[src/rtl/stopwatch_ctrl_if.sv]
// Stopwatch front-panel bundle: raw buttons and overflow in,
// counter controls and status out.
interface stopwatch_ctrl_if;
  logic       btn_start_stop_n;
  logic       btn_lap_reset_n;
  logic       overflow_flag;
  logic       sw_start_stop_n;
  logic       sw_hold_n;
  logic       sw_clear_n;
  logic [2:0] state;
  logic       lap_led;

  modport master (
    output btn_start_stop_n,
    output btn_lap_reset_n,
    output overflow_flag,
    input  sw_start_stop_n,
    input  sw_hold_n,
    input  sw_clear_n,
    input  state,
    input  lap_led
  );

  modport slave (
    input  btn_start_stop_n,
    input  btn_lap_reset_n,
    input  overflow_flag,
    output sw_start_stop_n,
    output sw_hold_n,
    output sw_clear_n,
    output state,
    output lap_led
  );
endinterface

[src/rtl/stopwatch_ctrl.sv]
// Stopwatch panel controller: button sync/debounce plus a Moore FSM
// driving the counter's start/stop, hold and clear controls.
module stopwatch_ctrl #(
  parameter int DEBOUNCE_CYCLES = 500000,
  parameter int CLEAR_CYCLES    = 4
) (
  input logic            CLK_50MHz,
  input logic            reset_n,
  stopwatch_ctrl_if.slave sw
);

  localparam int DW = $clog2(DEBOUNCE_CYCLES);
  localparam int CW = $clog2(CLEAR_CYCLES) + 1;
  localparam logic [DW-1:0] DB_LAST = DW'(DEBOUNCE_CYCLES - 1);
  localparam logic [CW-1:0] CL_LAST = CW'(CLEAR_CYCLES - 1);

  typedef enum logic [2:0] {
    IDLE  = 3'd0,
    RUN   = 3'd1,
    PAUSE = 3'd2,
    LAP   = 3'd3,
    OVF   = 3'd4,
    CLEAR = 3'd5
  } state_t;

  logic [1:0] raw;
  logic [1:0] press;
  logic       ovf_s1;
  logic       ovf_s2;

  assign raw = {sw.btn_lap_reset_n, sw.btn_start_stop_n};

  // Bit 0 is start/stop, bit 1 is lap/reset.
  for (genvar i = 0; i < 2; i++) begin : g_db
    logic          s1;
    logic          s2;
    logic          acc;
    logic          ev;
    logic [DW-1:0] cnt;

    always_ff @(posedge CLK_50MHz or negedge reset_n) begin
      if (!reset_n) begin
        s1  <= 1'b1;
        s2  <= 1'b1;
        acc <= 1'b1;
        ev  <= 1'b0;
        cnt <= '0;
      end else begin
        s1 <= raw[i];
        s2 <= s1;
        ev <= 1'b0;
        if (s2 == acc) begin
          cnt <= '0;
        end else if (cnt == DB_LAST) begin
          acc <= s2;
          cnt <= '0;
          ev  <= acc;
        end else begin
          cnt <= cnt + 1'b1;
        end
      end
    end

    assign press[i] = ev;
  end

  always_ff @(posedge CLK_50MHz or negedge reset_n) begin
    if (!reset_n) begin
      ovf_s1 <= 1'b0;
      ovf_s2 <= 1'b0;
    end else begin
      ovf_s1 <= sw.overflow_flag;
      ovf_s2 <= ovf_s1;
    end
  end

  logic          st_ev;
  logic          lap_ev;
  state_t        cur;
  state_t        nxt;
  logic [CW-1:0] clr_cnt;
  logic          ss_n_d;
  logic          hold_n_d;
  logic          clr_n_d;
  logic          led_d;
  logic          ss_n_q;
  logic          hold_n_q;
  logic          clr_n_q;
  logic          led_q;

  assign st_ev  = press[0];
  assign lap_ev = press[1];

  always_ff @(posedge CLK_50MHz or negedge reset_n) begin
    if (!reset_n) begin
      cur      <= IDLE;
      clr_cnt  <= '0;
      ss_n_q   <= 1'b1;
      hold_n_q <= 1'b1;
      clr_n_q  <= 1'b1;
      led_q    <= 1'b0;
    end else begin
      cur      <= nxt;
      clr_cnt  <= (cur == CLEAR) ? clr_cnt + 1'b1 : '0;
      ss_n_q   <= ss_n_d;
      hold_n_q <= hold_n_d;
      clr_n_q  <= clr_n_d;
      led_q    <= led_d;
    end
  end

  // Overflow outranks presses while counting; start outranks lap.
  always_comb begin
    nxt = IDLE;
    case (cur)
      IDLE:    nxt = st_ev ? RUN : IDLE;
      RUN: begin
        nxt = RUN;
        if (ovf_s2)      nxt = OVF;
        else if (st_ev)  nxt = PAUSE;
        else if (lap_ev) nxt = LAP;
      end
      LAP: begin
        nxt = LAP;
        if (ovf_s2)      nxt = OVF;
        else if (st_ev)  nxt = PAUSE;
        else if (lap_ev) nxt = RUN;
      end
      PAUSE: begin
        nxt = PAUSE;
        if (st_ev)       nxt = RUN;
        else if (lap_ev) nxt = CLEAR;
      end
      OVF:     nxt = lap_ev ? CLEAR : OVF;
      CLEAR:   nxt = (clr_cnt == CL_LAST) ? IDLE : CLEAR;
      default: nxt = IDLE;
    endcase
  end

  // Decoded from the next state so the registered outputs track state.
  always_comb begin
    ss_n_d   = 1'b1;
    hold_n_d = 1'b1;
    clr_n_d  = 1'b1;
    led_d    = 1'b0;
    unique case (1'b1)
      (nxt == RUN): ss_n_d = 1'b0;
      (nxt == LAP): begin
        ss_n_d   = 1'b0;
        hold_n_d = 1'b0;
        led_d    = 1'b1;
      end
      (nxt == CLEAR): clr_n_d = 1'b0;
      default: ;
    endcase
  end

  assign sw.state           = cur;
  assign sw.sw_start_stop_n = ss_n_q;
  assign sw.sw_hold_n       = hold_n_q;
  assign sw.sw_clear_n      = clr_n_q;
  assign sw.lap_led         = led_q;

endmodule

[src/flat_wrapper.sv]
// flat-port wrapper written by rule: the top's interface ports become plain ports
module stopwatch_ctrl_flat 
#(
  parameter int DEBOUNCE_CYCLES = 500000,
  parameter int CLEAR_CYCLES    = 4
)
  (CLK_50MHz, reset_n, sw_btn_start_stop_n, sw_btn_lap_reset_n, sw_overflow_flag, sw_sw_start_stop_n, sw_sw_hold_n, sw_sw_clear_n, sw_state, sw_lap_led);
  stopwatch_ctrl_if sw_i ();
  input logic CLK_50MHz;
  input logic reset_n;
  input wire logic [$bits(sw_i.btn_start_stop_n)-1:0] sw_btn_start_stop_n;
  input wire logic [$bits(sw_i.btn_lap_reset_n)-1:0] sw_btn_lap_reset_n;
  input wire logic [$bits(sw_i.overflow_flag)-1:0] sw_overflow_flag;
  output wire logic [$bits(sw_i.sw_start_stop_n)-1:0] sw_sw_start_stop_n;
  output wire logic [$bits(sw_i.sw_hold_n)-1:0] sw_sw_hold_n;
  output wire logic [$bits(sw_i.sw_clear_n)-1:0] sw_sw_clear_n;
  output wire logic [$bits(sw_i.state)-1:0] sw_state;
  output wire logic [$bits(sw_i.lap_led)-1:0] sw_lap_led;
  assign sw_i.btn_start_stop_n = sw_btn_start_stop_n;
  assign sw_i.btn_lap_reset_n = sw_btn_lap_reset_n;
  assign sw_i.overflow_flag = sw_overflow_flag;
  assign sw_sw_start_stop_n = sw_i.sw_start_stop_n;
  assign sw_sw_hold_n = sw_i.sw_hold_n;
  assign sw_sw_clear_n = sw_i.sw_clear_n;
  assign sw_state = sw_i.state;
  assign sw_lap_led = sw_i.lap_led;
  stopwatch_ctrl #(.DEBOUNCE_CYCLES(DEBOUNCE_CYCLES), .CLEAR_CYCLES(CLEAR_CYCLES)) u_core (.CLK_50MHz(CLK_50MHz), .reset_n(reset_n), .sw(sw_i));
endmodule
[config.mk]
export PLATFORM = sky130hd
export DESIGN_NAME = stopwatch_ctrl_flat
export DESIGN_NICKNAME = d
export VERILOG_FILES = /design/src/rtl/stopwatch_ctrl_if.sv /design/src/rtl/stopwatch_ctrl.sv /design/src/flat_wrapper.sv
export SDC_FILE = /design/constraint.sdc
export NUM_CORES = 1
export LEC_CHECK = 0
export CAP_MARGIN = 20
export CORE_UTILIZATION = 40
export DETAILED_ROUTE_END_ITERATION = 6
export SLEW_MARGIN = 20
export SYNTH_ARGS = -nofsm -noshare
export SYNTH_HDL_FRONTEND = slang
export SYNTH_SLANG_ARGS = --single-unit
[constraint.sdc]
create_clock -name CLK_50MHz -period 2.51 [get_ports CLK_50MHz]
set_input_delay 0.502 -clock CLK_50MHz [delete_from_list [all_inputs] [get_ports CLK_50MHz]]
set_output_delay 0.502 -clock CLK_50MHz [all_outputs]
set_load 0.03 [all_outputs]
==> flow_summary.json, run 1 <==
{
  "hp-class": "in -> async",
  "antenna_found_initial": 0,
  "totalWireLength_um": 4780,
  "cp_cell_sequence": "clkdlybuf4s50_1",
  "powerDensity_mw_per_mm2": 635,
  "yosysMostFrequentCell": "dfrtp_1",
  "initial_core_util_pct": 42.1,
  "path_clk_slew_ps": 70,
  "synthArstFlopShare_pct": 100,
  "drtIter0Drc": 132,
  "setup_viol": 0,
  "design_area_sq_mm": 0.00313,
  "ir_drop_mv": 0.298,
  "place_area_sq_mm": 0.00290,
  "fin_nets": 278,
  "vias_per_cell": 5.36,
  "synth_seq_cells": 58,
  "arrival_ps": 1530,
  "synth_area_sq_mm": 0.00270,
  "gr-usage-all-layers_pct": 15.4,
  "wl_per_cell_um": 13.7,
  "clk-insertion-delay-late_ps": 330,
  "n_antenna_cell": 0,
  "slew_headroom_pct": 53.3,
  "hold_viol_final": 0,
  "yosysSeqAreaShare_pct": 54.1,
  "synth_ff_type": "dfrtp_1",
  "fin_crit_sh_pct": 80.9,
  "cts_tree": "built",
  "synth_top_area_share_pct": 45.4,
  "post-dp-hpwl_um": 3230,
  "gp_congestion": 0.769,
  "synth_fp_nets": 258,
  "regArea_sq_mm": 0.00146,
  "avgSynthCellArea_sq_um": 10.8,
  "grt_pass1_wl_um": 8510,
  "syn_inst": 249,
  "fmax_mhz": 492,
  "ys_types": 45,
  "multi_input_area_sq_mm": 0.00119,
  "cts_sinks": 58,
  "grt_overflow": 0,
  "synth.largest_area_cell": "dfrtp_1",
  "cts_buffer_depth": 2,
  "grt_max_degree": 59,
  "synth_edf_count": 0,
  "reg2reg_depth": 5,
  "cts_max_level": 3,
  "hold_buffers": 0,
  "cts.repair.resized": 0,
  "slowest_delay_ps": 720,
  "cts-root-buf": "clkbuf_8",
  "yosys_warnings": 0,
  "worst-path-max-fanout": 8,
  "p_leak_nw": 1.29,
  "core_area_sq_mm": 0.00642,
  "cpMaxStageDelayCell": "clkdlybuf4s50_1",
  "post-route-min-period_ps": 2030,
  "area_delta_synth_final_pct": 15.8,
  "firstDrtPassIters": 7,
  "fin_setup_tns_ps": 0,
  "maxCapViolCount": 0,
  "synth_common_cells": "49 x dfrtp_1, 36 x nor2_1, 19 x xnor2_1",
  "vias": 1877,
  "worst-setup-path-type": "reg -> out",
  "cts_setup_buffers": 0,
  "die-height_um": 84.2,
  "crit_family": "buffers and inverters",
  "rsz0062_at_grt": "no",
  "drive_above_1_share_pct": 15.0,
  "grt_pass1_vias": 1794,
  "skew_ps": 14.4,
  "worst-path-stages": 1,
  "cts_made_buffers": 9,
  "violations": "DRC",
  "drc": 2,
  "status": "finished, violations left",
  "ios": 12,
  "dieArea_sq_mm": 0.00709,
  "worst-path-buf-inv": 1,
  "dieWidth_um": 84.2,
  "synth.area.top_cells": "dfrtp_1 45%, dfstp_2 8.8%, xnor2_1 6.2%, nor2_1 5.0%, xor2_1 4.2%",
  "port_buffers": 11,
  "fillCellCount": 586,
  "rows": 29,
  "startpoint_type": "register",
  "tightest_slew_ps": 700,
  "endpoint_kind": "output pin",
  "critPathRequiredTime_ps": 2010,
  "slew_viol_final": 0,
  "ant_nets": 0
}
area by class of cell:
| class | count | area share, % |
|---|---|---|
| tap | 77 | 3.08 |
| timing repair buffer | 15 | 4.32 |
| clock inverter | 4 | 2.40 |
| inverter | 5 | 0.600 |
| sequential | 58 | 46.7 |
| multi-input combinational | 180 | 38.0 |
| clock buffer | 11 | 4.84 |
final timing paths:
kind | slack (ps) | endpoint | from
min reg2reg | 350 | u_core.ovf_s2 | u_core.ovf_s1
max | 480 | sw_state[0] | u_core.sw.state[0]
max in group asynchronous | 1740 | u_core.g_db[0].cnt[0] | reset_n
min in group CLK_50MHz | 350 | u_core.ovf_s2 | u_core.ovf_s1
min | 300 | u_core.g_db[0].cnt[9] | reset_n
max reg2reg | 570 | u_core.g_db[0].cnt[18] | u_core.g_db[0].cnt[0]
kinds of logic (layout without fill, tap and decap cells):
logic type / after synthesis / after routing / synth area share (%)
and+or+nand+nor: 122 / 122 / 25.1
xor gates and xnor gates: 32 / 32 / 10.4
DFF: 58 / 58 / 54.1
AOI/OAI and AO/OA: 18 / 18 / 4.96
adders and majority gates: 4 / 4 / 1.85
buffers and inverters: 11 / 35 / 1.81
muxes: 4 / 4 / 1.76
power by group:
group          total, mW  switching, mW  internal, mW
sequential         0.963         0.0125         0.951
combinational     0.0548         0.0356        0.0192
clock              0.968          0.360         0.607
total               1.99          0.409          1.58
sequential cells by signal, indices dropped and copies added (netlist names):
| name | cells |
|---|---|
| u_core.ovf_s1 | 1 |
| u_core.g_db.cnt | 38 |
| u_core.ovf_s2 | 1 |
| u_core.sw.sw_start_stop_n | 1 |
| u_core.g_db.acc | 2 |
| u_core.clr_cnt | 3 |
| u_core.sw.lap_led | 1 |
| u_core.sw.state | 3 |
| u_core.sw.sw_hold_n | 1 |
| u_core.g_db.ev | 2 |
| u_core.g_db.s2 | 2 |
| u_core.g_db.s1 | 2 |
| u_core.sw.sw_clear_n | 1 |
stage by stage:
step	hold WS [ps]	utilization (%)	instances	total power, mW	setup slack, ps
after floorplan	206	-	249	1.00	660
after global routing	360	48.7	350	2.07	403
after global placement	335	45.2	335	1.04	584
after detailed placement	336	45.2	335	1.04	551
final	303	48.7	350	1.99	479
after CTS	322	48.7	350	2.02	454
metal layers:
layer,share of wire [%],up-vias,GRT usage (%)
met4,1.5,0,8.46
met5,0,-,0
met2,44,32,22.5
met1,51,916,21.2
li1,-,923,-
met3,3.5,6,3.83
placed cells by master, fill, tap and decap left out, types with 3 or more instances in the layout:
master,instances
dfrtp_1,49
clkdlybuf4s50_1,10
nor3_1,5
and2_1,3
nor4_1,7
inv_1,5
nand2_1,13
buf_4,4
o21ai_0,4
nand3_1,13
clkbuf_8,11
or3_1,4
and3_1,4
xnor2_1,19
xor2_1,13
nor2_1,36
dfstp_2,9
nand4_1,12
ha_1,4
a21oi_1,6
and4_1,4
nor3b_1,3
or4_1,4
worst reg2reg max path: cells and delay by family, from the launching register on:
kind	cells	cell delay [ps]
adders and majority gates	1	270
AOI/OAI and AO/OA	1	140
DFF	1	400
and+or+nand+nor	3	1080
Note: power is estimated with default switching activity, not from simulation.
==> run 2, diff against run 1 <==
- clock period: 2.51 -> 1.8 ns (I/O delays scaled with it)
==> run 2 against run 1 <==
Net effect:
- the flow still finishes with violations (DRC)
- die area unchanged
- clock skew down 2.2 ps
- worst setup slack worse by 420 ps
- core utilization up 2.9 points
- first-iteration DRC count down 17%
- clock power up 35%
- worst hold slack worse by 300 ps
- sequential power up 39%
- via count up 3.2%
- global-route usage up 0.35 points
- sequential cell count unchanged
- critical endpoint is now u_core.g_db[0].acc
- largest cell class unchanged
- highest routed layer unchanged
==> flow_summary.json, run 2 (synthesis results as in run 1) <==
{
  "grt_pass1_vias": 1887,
  "port_buffers": 11,
  "ir_drop_mv": 0.330,
  "power_frac_comb_pct": 3.5,
  "rsz0062_at_grt": "yes",
  "maxCapViolCount": 0,
  "skew_ps": 12.2,
  "final_cells": 370,
  "slew_headroom_pct": 67.1,
  "grt_overflow": 0,
  "gp_congestion": 0.787,
  "status": "finished, violations left",
  "arrival_ps": 2010,
  "antenna_found_initial": 0,
  "hp-class": "in -> async",
  "fin_nets": 297,
  "cts_tree": "built",
  "largest_reg_flops": 38,
  "final_cell_mix": "45 x dfrtp_1, 36 x nor2_1, 22 x buf_4",
  "final_common_cell": "dfrtp_1",
  "drive_above_1_share_pct": 24.2,
  "cts_made_buffers": 9,
  "powerDensity_mw_per_mm2": 830,
  "initial_core_util_pct": 42.1,
  "clk-insertion-delay-late_ps": 330,
  "reg2reg_depth": 5,
  "cpMaxStageDelayCell": "or4_4",
  "drc": 2,
  "worst-path-max-fanout": 8,
  "firstDrtPassIters": 7,
  "p_int_mw": 2.14,
  "hold_buffers": 0,
  "placed_cells": 353,
  "rows": 29,
  "area_delta_synth_final_pct": 22.6,
  "cts-root-buf": "clkbuf_8",
  "wl_per_cell_um": 13.7,
  "post-dp-hpwl_um": 3420,
  "endpoint_kind": "register",
  "final_util_pct": 51.6,
  "totalWireLength_um": 5060,
  "die-height_um": 84.2,
  "p_clk_share_pct": 47.7,
  "power_frac_seq_pct": 48.8,
  "setup_viol": 0,
  "tightest_slew_ps": 487,
  "ant_nets": 0,
  "n_antenna_cell": 0,
  "dieWidth_um": 84.2,
  "slowest_delay_ps": 500,
  "violations": "DRC",
  "cts_buffer_depth": 2,
  "grt_pass1_wl_um": 8710,
  "vias_per_cell": 5.24,
  "cts_max_level": 3,
  "grt_max_degree": 59,
  "slew_viol_final": 0,
  "hold_viol_final": 0,
  "path_clk_slew_ps": 70,
  "drtIter0Drc": 109,
  "core_area_sq_mm": 0.00642,
  "post-route-min-period_ps": 1740,
  "worst_slack_ps": 55.6,
  "regMostFlops": "u_core.g_db.cnt",
  "power.switching_mw": 0.608,
  "fmax_mhz": 573,
  "p_leak_nw": 1.39,
  "startpoint_type": "register",
  "worst-setup-path-type": "reg -> reg",
  "cp_cell_sequence": "ha_4, nand4_4, buf_4, or4_4, mux2_4",
  "vias": 1937,
  "cts_sinks": 58,
  "critPathRequiredTime_ps": 2060,
  "r2r-end": "u_core.g_db[0].acc",
  "gr-usage-all-layers_pct": 15.8,
  "fin_crit_sh_pct": 96.9,
  "r2r_slack_ps": 60,
  "swShare_pct": 22.1,
  "ios": 12,
  "r2r-start": "u_core.g_db[0].cnt[0]",
  "dieArea_sq_mm": 0.00709,
  "dp_slack_ps": 49.9
}
run 2: changes by cell type in the layout (fill, tap and decap cells not counted), moves of 4 or more:
cell / change
buf_4: +18
clkdlybuf4s50_1: -5
dfrtp_1: -4
dfrtp_2: +4
dlygate4sd2_1: +5
run 2: worst max-delay path: cells and delay by family, from the launching register on:
kind / cells / cell delay (ps)
and+or+nand+nor: 2 / 600
DFF: 1 / 390
muxes: 1 / 310
buffers and inverters: 1 / 180
adders and majority gates: 1 / 170
run 2: cell type report:
type	instances	area, sq um
fill	566	3110
sequential	58	1470
multi-input combinational	180	1230
timing repair buffer	34	284
clock buffer	9	124
tap	77	96.3
clock inverter	7	93.8
inverter	5	18.8
run 2: repair_timing:
action | 4_1_cts | 5_1_grt
pin swaps | 0 | 6
buffers inserted | 0 | 1
endpoints found under the setup margin | 5 | 9
gates resized for setup | 5 | 11
run 2: metal layers:
| metal | global-route usage (%) | wire (um) |
|---|---|---|
| met4 | 8.46 | 81 |
| met1 | 21.2 | 2560 |
| met5 | 0 | 0 |
| met3 | 3.05 | 114 |
| met2 | 24.4 | 2300 |
run 2: worst max path at each step:
stage	startpoint	endpoint	slack [ps]	depth (start not counted)
floorplan	u_core.g_db[0].cnt[0]	u_core.g_db[0].cnt[18]	10	5
global route	u_core.g_db[0].cnt[7]	u_core.g_db[0].cnt[17]	-40	5
detailed placement	u_core.g_db[0].cnt[12]	u_core.g_db[0].acc	50	4
global placement	u_core.g_db[0].cnt[1]	u_core.g_db[0].acc	90	5
CTS	u_core.g_db[0].cnt[1]	u_core.g_db[0].cnt[18]	40	5
finish	u_core.g_db[0].cnt[0]	u_core.g_db[0].acc	60	5
run 2: power by group through the flow:
stage	logic [mW]	registers [mW]	clock network, mW
3_5_place_dp	0.0979	1.36	0
5_1_grt	0.109	1.34	1.41
6_report	0.0950	1.34	1.31
3_3_place_gp	0.0988	1.36	0
2_1_floorplan	0.0343	1.36	0
4_1_cts	0.0980	1.34	1.33
run 2: metrics by stage:
stage          TNS [ps]  total power [mW]  hold WS [ps]  area [sq um]
5_1_grt           -57.6              2.86          37.4          3310
4_1_cts               0              2.77          29.0          3280
2_1_floorplan         0              1.40          64.4          2720
6_report              0              2.75          8.23          3310
3_5_place_dp          0              1.46           341          3070
3_3_place_gp          0              1.46           332          3070
==> run 3, diff against run 2 <==
- CORE_ASPECT_RATIO: default -> 1.75
- CORE_UTILIZATION: 40 -> 30
- RECOVER_POWER: default -> 100
==> run 3 against run 2 <==
Net effect:
- clock power is 24% higher
- critical path depth is 1 lower
- final cell count is 11% higher
- die area is 33% higher
- sequential cell count stayed put
- critical endpoint unchanged
- highest routed layer unchanged
- the run now ends clean
- sequential power hardly changed
- combinational power is 8.4% lower
- via count is 1.3% higher
- critical path type unchanged
- register-to-register slack worse by 20 ps
- core utilization is 13 points lower
==> flow_summary.json, run 3 (synthesis results as in run 1) <==
{
  "port_buffers": 11,
  "rsz0062_at_grt": "yes",
  "cts_max_level": 3,
  "antenna_found_initial": 0,
  "final_common_cell": "dfrtp_1",
  "regArea_sq_mm": 0.00146,
  "ir_drop_mv": 0.572,
  "powerDensity_mw_per_mm2": 898,
  "endpoint_kind": "register",
  "grt_max_degree": 59,
  "p_leak_nw": 1.44,
  "die-height_um": 128,
  "skew_ps": 5.21,
  "fin_nets": 298,
  "cp-startpoint": "u_core.g_db[0].cnt[12]",
  "critPathRequiredTime_ps": 2050,
  "post-dp-hpwl_um": 4040,
  "setup_viol": 0,
  "hold_buffers": 0,
  "hold_viol_final": 0,
  "ios": 12,
  "totalWireLength_um": 5540,
  "slew_headroom_pct": 6.25,
  "fin_crit_sh_pct": 98.1,
  "cts-root-buf": "clkbuf_16",
  "drive_above_1_share_pct": 22.2,
  "cts_buffer_depth": 2,
  "ant_nets": 0,
  "wl_per_cell_um": 13.5,
  "clk-insertion-delay-late_ps": 330,
  "drc": 0,
  "maxCapViolCount": 0,
  "worst-setup-path-type": "reg -> reg",
  "final_cell_mix": "48 x dfrtp_1, 36 x nor2_1, 22 x buf_4",
  "firstDrtPassIters": 4,
  "largest_reg_flops": 38,
  "grt_overflow": 0,
  "grt_pass1_wl_um": 9300,
  "core_area_sq_mm": 0.00873,
  "area_delta_synth_final_pct": 26.1,
  "gr-usage-all-layers_pct": 13.7,
  "fin_setup_tns_ps": 0,
  "rows": 45,
  "met1_usage_pct": 12.4,
  "grt_use_met3_pct": 4.57,
  "n_antenna_cell": 0,
  "startpoint_type": "register",
  "cts_sinks": 58,
  "grt_pass1_vias": 2069,
  "grt_use_met2_pct": 25.0,
  "cts_made_buffers": 9,
  "regMostFlops": "u_core.g_db.cnt",
  "path_clk_slew_ps": 50,
  "top_usage_layer": "met2",
  "status": "completed",
  "hp-class": "reg -> reg",
  "initial_core_util_pct": 31.0,
  "arrival_ps": 2020,
  "fmax_mhz": 566,
  "vias_per_cell": 4.79,
  "gp_congestion": 0.878,
  "tightest_slew_ps": 1410,
  "r2r-start": "u_core.g_db[0].cnt[12]",
  "slew_viol_final": 0,
  "critPathCapture": "u_core.g_db[0].acc",
  "reg2reg_depth": 4,
  "worst-path-max-fanout": 4,
  "fillCellCount": 856,
  "cts_tree": "built",
  "r2r-end": "u_core.g_db[0].acc",
  "vias": 1962,
  "multi_input_area_sq_mm": 0.00121,
  "post-route-min-period_ps": 1770,
  "min_from": "u_core.g_db[1].s1",
  "power.total_mw": 3.06,
  "dieWidth_um": 73.7,
  "drtIter0Drc": 91,
  "dieArea_sq_mm": 0.00940,
  "r2r_slack_ps": 30
}
-- run 3: cell count changes in the layout (fill, tap and decap cells not counted), moves of 2 or more --
cell,before,now
dfrtp_1,45,48
clkinv_2,2,4
dlygate4sd3_1,0,3
clkbuf_8,9,0
clkbuf_16,0,9
and2_0,0,2
clkinvlp_4,2,0
clkdlybuf4s50_1,5,1
dfrtp_2,4,1
and2_1,3,1
-- run 3: metrics by stage --
| stage | std cells | cell area, sq um | utilization [%] | setup slack (ps) | hold WS, ps |
|---|---|---|---|---|---|
| floorplan | 249 | 2720 | - | 12.0 | 64.4 |
| global placement | 394 | 3120 | 35.8 | 57.8 | 346 |
| detailed placement | 394 | 3120 | 35.8 | 35.1 | 347 |
| CTS | 409 | 3400 | 39.0 | 0.849 | 40.3 |
| global route | 410 | 3410 | 39.0 | -39.8 | 355 |
| finish | 410 | 3410 | 39.0 | 33.4 | 353 |
-- run 3: worst min path at each step --
stage / endpoint / slack [ps] / cells after the start
global placement: u_core.g_db[1].s2 / 350 / 0
CTS: u_core.g_db[1].cnt[15] / 40 / 2
finish: u_core.g_db[1].s2 / 350 / 0
global route: u_core.g_db[1].s2 / 350 / 0
floorplan: u_core.clr_cnt[0] / 60 / 0
detailed placement: u_core.g_db[1].s2 / 350 / 0
-- run 3: power by group --
part	switching [mW]	internal [mW]	total [mW]	leakage, nW
clock network	0.574	1.05	1.63	0.145
logic	0.0534	0.0336	0.0870	0.523
registers	0.0176	1.33	1.35	0.768
-- run 3: worst max-delay path, cell delays in order, from the launching register on --
cell and delay (ps):
dfrtp_1 420, nor4_2 290, nand4_2 190, or4_4 480, mux2_4 310
-- run 3: cell type report --
class	instances	area share [%]
tap	117	4.30
sequential	58	43.0
clock inverter	6	1.73
multi-input combinational	180	35.7
inverter	5	0.551
clock buffer	9	6.61
timing repair buffer	35	8.19
-- run 3: what timing repair did --
action | CTS | global route
gates resized for setup | 6 | 4
cloned | 0 | 0
setup buffers | 0 | 1
pin swaps | 0 | 3
endpoints found under the setup margin | 6 | 12
-- run 3: layer usage --
metal | vias up | part of all wire (%)
met5 | - | 0
met1 | 958 | 36
met2 | 26 | 58
li1 | 966 | -
met3 | 12 | 2.6
met4 | 0 | 3.0
